## src/rtl/sa_bfp_normalizer.sv

```systemverilog
// Block floating-point normalizer: buffers BLOCK_SIZE elements, then emits each one shifted left by the block's shared exponent.
// Latency: first output one cycle after the final element of a block is accepted.
// Backpressure: in_ready is low while a block drains; the drain stalls with stable outputs while out_ready is low.
module sa_bfp_normalizer #(
    parameter  int DATA_WIDTH = 16,
    parameter  int BLOCK_SIZE = 8,
    localparam int ENC_WIDTH  = ($clog2(DATA_WIDTH) < 1) ? 1 : $clog2(DATA_WIDTH)
) (
    input  logic                  clock,
    input  logic                  reset,
    input  logic                  in_valid,
    output logic                  in_ready,
    input  logic [DATA_WIDTH-1:0] in_data,
    output logic                  out_valid,
    input  logic                  out_ready,
    output logic [DATA_WIDTH-1:0] out_data,
    output logic [ENC_WIDTH-1:0]  out_exp,
    output logic                  out_last
);

    localparam int                   IDX_W    = $clog2(BLOCK_SIZE);
    localparam logic [IDX_W-1:0]     LAST_IDX = IDX_W'(BLOCK_SIZE - 1);
    localparam logic [ENC_WIDTH-1:0] MAX_ENC  = ENC_WIDTH'(DATA_WIDTH - 1);

    typedef enum logic {FILL, DRAIN} state_t;

    state_t                state_q, state_d;
    logic [IDX_W-1:0]      wr_idx_q, wr_idx_d;
    logic [IDX_W-1:0]      rd_idx_q, rd_idx_d;
    logic [ENC_WIDTH-1:0]  min_enc_q, min_enc_d;
    logic [DATA_WIDTH-1:0] mem_q [BLOCK_SIZE];

    logic                  in_acc;
    logic                  out_hs;
    logic [ENC_WIDTH-1:0]  in_lsd;

    // Number of redundant sign bits below the MSB: how far x can be shifted left without changing its value.
    function automatic logic [ENC_WIDTH-1:0] lsd(input logic [DATA_WIDTH-1:0] x);
        logic [ENC_WIDTH-1:0] cnt;
        logic                 stop;
        cnt  = '0;
        stop = 1'b0;
        for (int i = DATA_WIDTH - 2; i >= 0; i--) begin
            if (!stop) begin
                if (x[i] == x[DATA_WIDTH-1]) begin
                    cnt = cnt + ENC_WIDTH'(1);
                end else begin
                    stop = 1'b1;
                end
            end
        end
        return cnt;
    endfunction

    assign in_acc = in_valid && in_ready;
    assign out_hs = out_valid && out_ready;
    assign in_lsd = lsd(in_data);

    // State and index registers; reset discards any partial block.
    always_ff @(posedge clock) begin
        if (reset) begin
            state_q   <= FILL;
            wr_idx_q  <= '0;
            rd_idx_q  <= '0;
            min_enc_q <= MAX_ENC;
        end else begin
            state_q   <= state_d;
            wr_idx_q  <= wr_idx_d;
            rd_idx_q  <= rd_idx_d;
            min_enc_q <= min_enc_d;
        end
    end

    // Element buffer; contents are don't-care until written, so it carries no reset.
    always_ff @(posedge clock) begin
        if (in_acc) begin
            mem_q[wr_idx_q] <= in_data;
        end
    end

    // Next state: fill until the last element lands, drain until the last element leaves.
    always_comb begin
        state_d = state_q;
        case (state_q)
            FILL:    if (in_acc && (wr_idx_q == LAST_IDX)) state_d = DRAIN;
            DRAIN:   if (out_hs && (rd_idx_q == LAST_IDX)) state_d = FILL;
            default: state_d = FILL;
        endcase
    end

    // Index and running-minimum updates; the last accepted element is folded into the exponent.
    always_comb begin
        wr_idx_d  = wr_idx_q;
        rd_idx_d  = rd_idx_q;
        min_enc_d = min_enc_q;
        if (state_q == FILL) begin
            if (in_acc) begin
                wr_idx_d  = (wr_idx_q == LAST_IDX) ? '0 : wr_idx_q + IDX_W'(1);
                min_enc_d = (in_lsd < min_enc_q) ? in_lsd : min_enc_q;
            end
        end else if (out_hs) begin
            if (rd_idx_q == LAST_IDX) begin
                wr_idx_d  = '0;
                rd_idx_d  = '0;
                min_enc_d = MAX_ENC;
            end else begin
                rd_idx_d = rd_idx_q + IDX_W'(1);
            end
        end
    end

    // Outputs are pure functions of state so they hold steady during a stall; data/exp read as zero when idle.
    always_comb begin
        in_ready  = (state_q == FILL) && !reset;
        out_valid = (state_q == DRAIN);
        out_last  = out_valid && (rd_idx_q == LAST_IDX);
        out_data  = out_valid ? (mem_q[rd_idx_q] << min_enc_q) : '0;
        out_exp   = out_valid ? min_enc_q : '0;
    end

endmodule

```

## config.mk

```make
export PLATFORM = sky130hd
export DESIGN_NAME = sa_bfp_normalizer
export DESIGN_NICKNAME = d
export VERILOG_FILES = /design/src/rtl/sa_bfp_normalizer.sv
export SDC_FILE = /design/constraint.sdc
export NUM_CORES = 1
export LEC_CHECK = 0
export ABC_AREA = 1
export BUFFER_PORTS_ARGS = -buffer_cell sky130_fd_sc_hd__buf_2
export CAP_MARGIN = 10
export CORE_ASPECT_RATIO = 0.6
export CORE_MARGIN = 4
export CORE_UTILIZATION = 25
export CTS_CLUSTER_SIZE = 8
export DETAILED_ROUTE_END_ITERATION = 16
export GPL_TIMING_DRIVEN = 0
export MAX_ROUTING_LAYER = met4
export PLACE_DENSITY = 0.39
export SLEW_MARGIN = 15
export SYNTH_ARGS = -nofsm -noshare
export SYNTH_HDL_FRONTEND = slang
export SYNTH_SLANG_ARGS = --single-unit
export TNS_END_PERCENT = 1
```

## constraint.sdc

```tcl
create_clock -name clock -period 7.2 [get_ports clock]
set_clock_uncertainty 0.05 [all_clocks]
set_input_delay 0.72 -clock clock [delete_from_list [all_inputs] [get_ports clock]]
set_output_delay 0.72 -clock clock [all_outputs]
set_load 0.03 [all_outputs]
```

== Word-level counts from Yosys, hierarchy flattened ==
Memory sizes are Yosys's and may differ from the RTL's. A register that Yosys moved wholly into a read port is not among the register bits.
Index checks and enable logic that the tools add are counted.
Word-level totals
  bits in registers: 11
  RAM bits: 128
  input port bits: 20
  output and inout bits: 23
  word-level logic and storage cells: 131
  memories kept: 1
Memories
  mem_q: words 8, width 16, read ports 1, clocked after memory_dff 1, write ports 1, RTL line 31  | logic [DATA_WIDTH-1:0] mem_q [BLOCK_SIZE];
Operators by class
  $add $sub $neg: 16
  $lt $le $gt $ge: 1
  eq/ne operators: 19
  shifts and indexed selects: 1
  multiplexer cells: 76
  bitwise gates (word level): 1
  reduce and logical (&&, ||, !) cells: 12
Operators by type and width (number)
  2-to-1 mux 4 bit: 34
  adder 4 x 1 -> 4 bit (second input constant): 14
  2-to-1 mux 1 bit: 32
  2-to-1 mux 3 bit: 8
  2-to-1 mux 16 bit: 1
  << shifter 16 x 4 -> 16 bit: 1
  equality test 1 bit: 15
  adder 3 x 1 -> 3 bit (second input constant): 2
  equality test 3 bit (second input constant): 2
  logical AND 1 bit: 6
  < comparator 4 bit: 1
  != test 2 x 1 -> 1 bit (second input constant): 2
  AND reduction 4 bit: 1
  nonzero test 2 bit: 2
  AND reduction 3 bit: 1
  case mux 1 bit (2 select lines): 1
  AND reduction 2 bit: 1
  logical NOT 1 bit: 1
  NOT 1 bit: 1

== Depth between registers and ports, before layout ==
  depth after elaboration: 48
  mapped depth: 44

== Worst setup path before layout ==
No wires, ideal clock.
  kind: input to register
  start point: input port in_data[15]
  end point: register min_enc_q[1]
  setup time: 0.123 ns
  arrival: 6.136 ns
  data required time: 7.027 ns
  slack: 0.891 ns
  stages on the path: 40
  path buffers: 1
  cell sequence: buf_6 -> nor2_2 -> nor2_1 -> a21oi_1 -> ha_1 -> o21ai_2 -> inv_1 -> ha_1 -> nand4_1 -> and2_1 -> ha_1 -> nand2_1 -> and2_1 -> ha_1 -> inv_1 -> nand2_1 -> nand2_1 -> ha_1 -> [4 not listed] -> nand2_1 -> inv_1 -> ha_1 -> nand2_1 -> nand2_1 -> ha_1 -> or2_2 -> nand2_1 -> inv_1 -> ha_1 -> nand2_1 -> nand2_1 -> nand2_1 -> nand3_1 -> nand2_1 -> nand2_2 -> nand2_1 -> nand3_1
Between the ends
  word-level cells in the longest chain between the ends: 47
  elaborated cells between the ends (all ways): 91
  classes of those cells: add/sub: 14; order compare: 1; eq/ne: 15; mux: 59; reduce/logical: 2
Ends and longest elaborated chain
  start: declaration: RTL line 13  | input logic [DATA_WIDTH-1:0] in_data,
  equality test 1 bit: RTL line 45  | if (x[i] == x[DATA_WIDTH-1]) begin
  2-to-1 mux 1 bit: RTL line 45
  adder 4 x 1 -> 4 bit: RTL line 46  | cnt = cnt + ENC_WIDTH'(1);
  2-to-1 mux 4 bit: RTL line 45
  2-to-1 mux 4 bit: RTL line 44  | if (!stop) begin
  adder 4 x 1 -> 4 bit: RTL line 46
  2-to-1 mux 4 bit: RTL line 45
  2-to-1 mux 4 bit: RTL line 44
  [31 not listed]
  2-to-1 mux 4 bit: RTL line 45
  2-to-1 mux 4 bit: RTL line 44
  adder 4 x 1 -> 4 bit: RTL line 46
  2-to-1 mux 4 bit: RTL line 45
  2-to-1 mux 4 bit (*): RTL line 44
  < comparator 4 bit / 2-to-1 mux 4 bit (equally long branches): RTL line 99  | min_enc_d = (in_lsd < min_enc_q) ? in_lsd : min_enc_q;
  nonzero test 2 bit (no line) / 2-to-1 mux 4 bit (equally long branches)
  AND reduction 4 bit (no line) / 2-to-1 mux 4 bit (equally long branches)
  end signal: assignment: RTL line 70  | min_enc_q <= min_enc_d;
  end: declaration: RTL line 30  | logic [ENC_WIDTH-1:0] min_enc_q, min_enc_d;
Mark *: on every way between the ends. The rest lies on a longest branch, timed or not. The select of a mux whose other input is x is not followed.
A chain may end at the register's enable or synchronous reset.

== Final worst setup path ==
  start point: input port in_data[14]
  end point: register min_enc_q[1]
Between the ends
  word-level cells in the longest chain between the ends: 47
  elaborated cells between the ends (all ways): 65
  classes of those cells: add/sub: 14; order compare: 1; eq/ne: 1; mux: 47; reduce/logical: 2
Ends and longest elaborated chain (RTL line)
  equality test 1 bit (*): 45
  2-to-1 mux 1 bit: 45
  adder 4 x 1 -> 4 bit: 46
  2-to-1 mux 4 bit: 45
  2-to-1 mux 4 bit: 44
  adder 4 x 1 -> 4 bit: 46
  2-to-1 mux 4 bit: 45
  2-to-1 mux 4 bit: 44
  [31 not listed]
  2-to-1 mux 4 bit: 45
  2-to-1 mux 4 bit: 44
  adder 4 x 1 -> 4 bit: 46
  2-to-1 mux 4 bit: 45
  2-to-1 mux 4 bit (*): 44
  < comparator 4 bit / 2-to-1 mux 4 bit (equally long branches): 99
  nonzero test 2 bit (no line) / 2-to-1 mux 4 bit (equally long branches)
  AND reduction 4 bit (no line) / 2-to-1 mux 4 bit (equally long branches)
Marked as above.

==> metrics <==
leakage power 3.51 nW; Die Height 141 µm; RSZ-0062 raised after global routing no; # IOs 43; Worst path top cell family by delay simple AND/OR/NAND/NOR gates; Setup TNS 0 ns; Detailed Place HPWL 15.7 mm; Pre-antenna DRT Iters 5; die area 32300 µm²; vias in the first global route 5740; post-CTS resize count 0; Post-synth top cells nand2_1, edfxtp_1, nor2_1, o21ai_0, inv_1; Final Wtd Congestion 0.781; run status finished, final reports clean; Mean Syn Cell Area 9.09 µm²; wire length per cell 17.2 µm; leading area contributor after synthesis edfxtp_1; Area Growth Syn to Fin 18.9%; slowest stage delay, CP 0.39 ns; top-count cell post-synth nand2_1; minimum clock period after layout 6.59 ns; worst-skew pair later-pin latency 0.42 ns; share of layout cells above drive strength 1 13.3%; Final nets 911; number of synthesized flops with an enable pin 128; Starting Density 25.5%; Final WS setup 0.608 ns; area fraction of the dominant cell type after synthesis 52.2%; row cnt 48; H-tree level count 4; Worst Path Arrival 6.85 ns; Port-buffer cells 42; CTS Root Cell clkbuf_16; Req. time, crit path 7.46 ns; number of max-cap violations 0; hold path start min_enc_q[3]; Power Dens Cells 225 nW/µm²; CTS Buf Count 17; cells after synthesis 809; Place WS 0.0444 ns; most used cell along the critical path nand2_1; core area 28900 µm²; Clock transition at path regs 0.06 ns; CP startpoint kind input pin; vias 5788; GRT overflow 0; Peak VDD IR 0.000111 V; Slew Limit Fails 0; async set-reset flop share out of synthesis 0%; vias per cell 4.50; ranking of synthesized cells by area edfxtp_1, nand2_1, o21ai_0; #FFs+latches synth 142; design area 8740 µm²; Worst Setup End Kind flop; final period utilization 91.6%; Total Power 1.96 mW; initial antenna violation count 0; largest net degree at the start of global routing 17; Netlist cell types 40; Synth Net Count 847; Placed Area 8150 µm²; Slew HR 48.3%; first-pass GRT wire length 34.4 mm; die width 229 µm; worst hold path class reg2reg; DRT iter0 DRCs 392; Slowest cell on crit path or3_1; actual slew at the worst max-slew pin 0.774 ns; Post-CTS Setup Inserts 0; CTS tree done; final WL 22.1 mm; Syn. warnings 0; Max clock buf depth 2; CTS Sinks 142; worst path bufs/invs 6; gr usage total 14.5%; # DRC 0; Fin. Hold Viols 0; crit path from in_data[14]; Final setup viols 0; Synth Cell Area 7360 µm²; Hold-fix buffers, CTS 0; R2R Path Start out_valid; Antenna Cells 0; DRT antenna net count 0; sequential share of the synthesized area 56.1%; crit path max fanout 11; FMAX 152 MHz; WS Path Type in2reg; total of fill cells in the finished design 3040; Primary FF master, synth edfxtp_1
-- through the flow --
step	cells	util (%)	hold slack, ns
after detailed placement	1254	28.2	0.434
after global routing	1285	30.3	0.493
after floorplan	809	-	0.414
final	1285	30.3	0.447
after CTS	1285	30.2	0.450
after global placement	1251	27.9	0.440
-- registers in the layout, indices dropped and copies added (netlist names), named ones only --
name       flops
min_enc_q      4
mem_q        128
rd_idx_q       3
wr_idx_q       3
out_valid      1
-- path summary, 6_finish.rpt --
check	to	depth (start not counted)	slack [ns]
setup / recovery	min_enc_q[1]	41	0.61
hold / removal	min_enc_q[3]	2	0.45
setup reg to reg	mem_q[4][1]	6	5.08
hold reg to reg	min_enc_q[3]	2	0.45
-- cells in the final DEF, fill, tap and decap left out, types with 4 or more instances in the layout --
cell	netlist	routed
a21oi_1	17	16
a31oi_1	8	8
buf_2	1	42
buf_6	2	4
clkbuf_1	30	32
clkbuf_16	0	17
clkinv_2	1	5
dfxtp_1	14	14
edfxtp_1	128	128
ha_1	18	18
inv_1	68	68
inv_2	7	7
nand2_1	182	181
nand2_2	8	9
nand3_1	38	38
nand4_1	8	8
nor2_1	107	99
nor2_2	3	6
nor2_4	0	5
o21ai_0	96	96
o22ai_1	32	32
xnor2_1	4	4
-- final cells by class --
| type | count | area, µm² | area share [%] |
|---|---|---|---|
| inverter | 78 | 299 | 3.42 |
| sequential | 142 | 4120 | 47.2 |
| buffer | 33 | 140 | 1.60 |
| multi-input combinational | 556 | 2850 | 32.6 |
| clock inverter | 12 | 145 | 1.66 |
| clock buffer | 19 | 433 | 4.95 |
| timing repair buffer | 45 | 250 | 2.86 |
| tap | 400 | 500 | 5.72 |
-- kinds of logic (layout without fill, tap and decap cells) --
group / Yosys count / count (layout) / synth area share, %
multiplexers: 3 / 3 / 0.408
XOR/XNOR: 7 / 7 / 0.833
AO/OA/AOI/OAI: 164 / 164 / 12.3
adder cells (fa/ha/maj): 18 / 18 / 3.06
buffers and inverters: 111 / 187 / 5.97
AND/OR/NAND/NOR: 364 / 364 / 21.3
flip-flops: 142 / 142 / 56.1
-- worst reg2reg max path: stages (launching register included) --
cell     delay [ns]
dfxtp_1        0.33
nor2_1         0.14
nand2_1        0.10
inv_1          0.14
nand2_1        0.19
nor2_2         0.64
buf_6          0.24
-- where the power goes --
| group | total, mW | internal [mW] | leakage (nW) | switching [mW] |
|---|---|---|---|---|
| sequential | 0.917 | 0.912 | 1.27 | 0.00543 |
| clock | 0.878 | 0.539 | 0.276 | 0.339 |
| combinational | 0.168 | 0.0492 | 1.96 | 0.119 |
| total | 1.96 | 1.50 | 3.51 | 0.463 |
-- layer usage --
layer | wire [µm] | GRT usage, %
met5 | 0 | -
met4 | 180 | 2.98
met3 | 1070 | 2.87
met2 | 8600 | 19.7
met1 | 12200 | 22.1
No activity file was read; power rests on OpenSTA's default activity.
